### src/rtl/jk_pkg.sv
`default_nettype none
// ============================================================================
// Module   : jk_pkg
// Brief    : Shared mode encodings for the JK register/counter.
// Revision : 1.0
// ============================================================================
package jk_pkg;

    localparam logic [1:0] MODE_JK   = 2'b00;
    localparam logic [1:0] MODE_UP   = 2'b01;
    localparam logic [1:0] MODE_DOWN = 2'b10;
    localparam logic [1:0] MODE_LOAD = 2'b11;

endpackage : jk_pkg
`default_nettype wire

### src/rtl/jk_cell.sv
`default_nettype none
// ============================================================================
// Module   : jk_cell
// Brief    : Single JK flip-flop with clock enable and asynchronous reset.
// Revision : 1.0
// ============================================================================
module jk_cell (
    input  logic clk,
    input  logic rst,
    input  logic en,
    input  logic j,
    input  logic k,
    input  logic rst_val,
    output logic q
);

    always_ff @(posedge clk or posedge rst) begin
        if (rst) begin
            q <= rst_val;
        end else if (en) begin
            case ({j, k})
                2'b00:   q <= q;
                2'b01:   q <= 1'b0;
                2'b10:   q <= 1'b1;
                default: q <= ~q;
            endcase
        end
    end

endmodule : jk_cell
`default_nettype wire

### src/rtl/jk_reg_counter.sv
`default_nettype none
// ============================================================================
// Module   : jk_reg_counter
// Brief    : WIDTH-bit register built from JK cells; JK, up, down and load modes.
// Revision : 1.0
// ============================================================================
module jk_reg_counter
    import jk_pkg::*;
#(
    parameter int               WIDTH   = 4,
    parameter logic [WIDTH-1:0] RST_VAL = '0
) (
    input  logic             clk,
    input  logic             rst,
    input  logic             en,
    input  logic [1:0]       mode,
    input  logic [WIDTH-1:0] j,
    input  logic [WIDTH-1:0] k,
    output logic [WIDTH-1:0] q,
    output logic             tc,
    output logic             wrap
);

    logic [WIDTH-1:0] w_q;
    logic             r_wrap;

    for (genvar i = 0; i < WIDTH; i++) begin : g_cell
        // Mask of all bits below cell i; empty for bit 0, so it always toggles when counting.
        localparam logic [WIDTH-1:0] c_LOW_MASK = (WIDTH'(1) << i) - WIDTH'(1);

        logic w_up_tog;
        logic w_dn_tog;
        logic w_cj;
        logic w_ck;

        assign w_up_tog = &(w_q | ~c_LOW_MASK);
        assign w_dn_tog = ~|(w_q & c_LOW_MASK);

        always_comb begin
            w_cj = j[i];
            w_ck = k[i];
            case (mode)
                MODE_UP: begin
                    w_cj = w_up_tog;
                    w_ck = w_up_tog;
                end
                MODE_DOWN: begin
                    w_cj = w_dn_tog;
                    w_ck = w_dn_tog;
                end
                MODE_LOAD: begin
                    w_cj = j[i];
                    w_ck = ~j[i];
                end
                default: begin
                    w_cj = j[i];
                    w_ck = k[i];
                end
            endcase
        end

        jk_cell u_cell (
            .clk     (clk),
            .rst     (rst),
            .en      (en),
            .j       (w_cj),
            .k       (w_ck),
            .rst_val (RST_VAL[i]),
            .q       (w_q[i])
        );
    end

    assign tc = en & (((mode == MODE_UP)   & (&w_q)) |
                      ((mode == MODE_DOWN) & ~(|w_q)));

    // A terminal count sampled on an edge is exactly the edge that wraps.
    always_ff @(posedge clk or posedge rst) begin
        if (rst) begin
            r_wrap <= 1'b0;
        end else begin
            r_wrap <= tc;
        end
    end

    assign q    = w_q;
    assign wrap = r_wrap;

endmodule : jk_reg_counter
`default_nettype wire

### config.mk
export PLATFORM = sky130hd
export DESIGN_NAME = jk_reg_counter
export DESIGN_NICKNAME = d
export VERILOG_FILES = /design/src/rtl/jk_pkg.sv /design/src/rtl/jk_cell.sv /design/src/rtl/jk_reg_counter.sv
export SDC_FILE = /design/constraint.sdc
export NUM_CORES = 1
export LEC_CHECK = 0
export ABC_AREA = 1
export CAP_MARGIN = 10
export CORE_MARGIN = 1.5
export CORE_UTILIZATION = 30
export DETAILED_ROUTE_END_ITERATION = 10
export HOLD_SLACK_MARGIN = 0.02
export SYNTH_ARGS = -nofsm -noshare
export SYNTH_HDL_FRONTEND = slang
export SYNTH_SLANG_ARGS = --single-unit
export TNS_END_PERCENT = 20
### constraint.sdc
create_clock -name clk -period 1.6 [get_ports clk]
set_input_delay 0.16 -clock clk [delete_from_list [all_inputs] [get_ports clk]]
set_output_delay 0.16 -clock clk [all_outputs]
set_load 0.03 [all_outputs]
==> key figures <==
Outcome
  • Outcome: completed

Clock tree
  • Hold buffer count at CTS: 0
  • Cts bufs inserted: 3
  • Clock transition at the registers of the reported paths: 0.04 ns
  • Clock tree from TritonCTS: done
  • Clock network latency to the later pin of the worst-skew pair: 0.24 ns
  • Post-CTS setup buffer count: 0
  • Root buffer selected by CTS: clkbuf_4
  • H-tree levels: 1
  • Maximum clock path buffer count: 2
  • Number of clock sinks: 5

Floorplanning
  • Core Region: 0.001982 mm^2
  • Starting density of the core: 32.13%
  • Full die area: 0.002408 mm^2
  • Overall die width: 49.08 um
  • Count of standard-cell rows: 16
  • I/O Pins: 19
  • Chip Height: 49.08 um

Setup path
  • Critical path buffer and inverter count: 1
  • Critical Path RT: 1.44 ns
  • Arrival time at the worst endpoint: 1.38 ns
  • Critical path capture point type: output pin
  • Critical path class: flop to output pin
  • Critical Path Start Type: flop
  • Worst reg2reg path depth: 7
  • Beginning of the worst register-to-register path: g_cell[0].u_cell.q
  • Gate family responsible for the most delay along the worst path: buffers and inverters
  • Critical path startpoint: g_cell[2].u_cell.q
  • R2R Setup Slk: 0.07 ns
  • Critical path cell sequence: clkdlybuf4s50_1
  • Stages on worst setup path: 1
  • Destination of the worst register-to-register timing path: g_cell[3].u_cell.q
  • Largest stage delay on the critical path: 0.70 ns
  • Worst setup path endpoint: q[2]
  • Slowest CP cell: clkdlybuf4s50_1
  • Critical-path maximum fanout: 6

Hold path
  • Hold crit path type: primary input to asynchronous set/reset pin

Detailed routing
  • # DRC: 0
  • Via count: 684
  • Detailed Route Iter0 Violations: 16
  • Final routed wire length divided by cell count: 9.854 um
  • Remaining number of nets flagged by the antenna check after routing: 0
  • Vias per inst: 4.530
  • WL final: 1488 um
  • First-pass iteration count of the detailed router: 4

Final layout
  • Most common cell after layout, fill and taps aside: nand2_1
  • FILL cells: 196
  • Share of post-route cells with drive strength above 1: 27.42%
  • Antenna cells: 0
  • Commonest cells after routing, fill and taps aside: nand2_1 (20), clkdlybuf4s50_1 (13), inv_1 (12)
  • Area added between synthesis and finish: 58.55%
  • Number of nets in the final layout: 150

Synth
  • Number of warning messages in the yosys log: 0
  • Netlist cell types: 16
  • Proportion of synthesized area in mux cells: 0%
  • Post-Syn Area per Cell: 6.775 um^2
  • Synthesized Nets: 119
  • Synthesized instance count: 94
  • Sequential share of the synthesized area: 19.65%
  • Compound-cell area share of the yosys netlist: 18.07%
  • Post-synth design cell area: 636.9 um^2
  • Area share of xor/xnor cells in the synthesized design: 0%
  • Main combinational cell family by area after synthesis: simple AND/OR/NAND/NOR gates
  • Share of the synthesized area in the top cell type: 23.58%
  • Top cells by area in the synthesized netlist: ha_1 (24%), dfrtp_1 (20%), nand2_1 (13%), inv_1 (8.8%), o21ai_0 (6.3%)
  • Synthesized flop and latch total: 5
  • Fraction of the mapped netlist area in simple logic gates: 25.15%
  • Cell taking the most area after synthesis: ha_1
  • Adder-cell area share of the yosys netlist: 23.58%

Timing
  • Setup repair after global routing missed its margin: yes
  • Post-route minimum period: 1.545 ns
  • Slew HR: 78.97%
  • # setup viols final: 0
  • Maximum clock skew at final layout: 0.0003217 ns
  • Worst Hold Margin: 0.1143 ns
  • Slew Viols, Final: 0
  • Number of endpoints with negative hold slack in the final report: 0
  • Minimum setup slack in the final design: 0.05513 ns
  • Worst Max-Slew Pin Slew: 0.3149 ns
  • Ratio of final minimum period to clock period: 96.55%
  • Maximum clock frequency: 0.6473 GHz

Power and ir drop
  • Total leakage power: 0.0005000 uW
  • Maximum resistive drop on vdd: 0.5053 mV
  • Pwr/cell area: 951.3 mW/mm^2
  • Total power: 960.5 uW

Placement
  • Count of buffers inserted at the top-level ports: 18
  • Worst slack after detailed placement: -0.4725 ns
  • Global placer's final weighted congestion: 0.8163
  • HPWL after detailed placement: 1199 um

Global routing
  • Total congestion overflow after global routing: 0
  • Largest net degree at the start of global routing: 9
  • Number of antenna violations at the first check in global routing: 0
  • Global-route wire length before repair: 2601 um
  • Via count of the first global-routing pass: 625
  • Overall routing resource usage: 14.35%

Flow run
  • Max-cap viol count: 0
==> flip-flops by register name (all words and copies together) (netlist names) <==
register         cells
g_cell.u_cell.q      4
wrap                 1
==> metrics by stage <==
step	setup TNS [ns]	instance area, um^2	utilization (%)	cells
detailed placement	-1.877	908.4	45.83	147
global route	-0.06972	1010	50.95	151
floorplan	0	636.9	-	94
finish	0	1010	50.95	151
CTS	-0.01032	996.0	50.25	151
global placement	-1.751	908.4	45.83	147
==> per-layer routing <==
metal / global-route usage (%) / wire length, um
met5: 0 / 0
met3: 3.067 / 67
met2: 25.23 / 729
met4: 10.00 / 27
met1: 15.04 / 664
==> layout make-up <==
class	instances	area [um^2]	share of cell area [%]
clock buffer	4	26.28	2.602
sequential	5	126.4	12.52
timing repair buffer	30	274.0	27.14
multi-input combinational	70	493.0	48.82
inverter	15	56.30	5.576
tap	27	33.78	3.346
==> cells in the mapped netlist <==
master and n:
a21oi_1 2, buf_4 4, dfrtp_1 5, ha_1 12
inv_1 15, nand2_1 22, nand3_1 5, nand4_1 1
nor2_1 9, o211ai_1 5, o21ai_0 8, o21ai_1 1
o21ai_2 1, o21bai_1 1, o22ai_1 1, or2_2 2
==> power by group <==
part	internal [uW]	switching, uW	total [uW]
Clock	94.4	53.7	148
Sequential	173	78.1	252
Combinational	261	300	561
==> kinds of logic after synthesis <==
family,count (synthesis)
flops,5
buf+inv,19
simple gates,39
compound gates,19
fa+ha+maj,12
==> how the worst min path moves through the flow <==
| stage | start | endpoint | slack [ns] | depth (start not counted) |
|---|---|---|---|---|
| 3_3_place_gp | rst | wrap | 0.38 | 2 |
| 6_report | rst | g_cell[3].u_cell.q | 0.11 | 2 |
| 3_5_place_dp | rst | g_cell[0].u_cell.q | 0.38 | 2 |
| 2_1_floorplan | rst | g_cell[0].u_cell.q | -0.06 | 1 |
| 5_1_grt | rst | g_cell[3].u_cell.q | 0.16 | 2 |
| 4_1_cts | rst | g_cell[3].u_cell.q | 0.12 | 2 |
==> what timing repair did <==
action / in CTS / in global routing
gates resized for setup: 23 / 5
gates cloned: 0 / 0
endpoints found under the setup margin: 6 / 4
pin swaps: 6 / 0
Note: power is estimated with default switching activity, not from simulation.
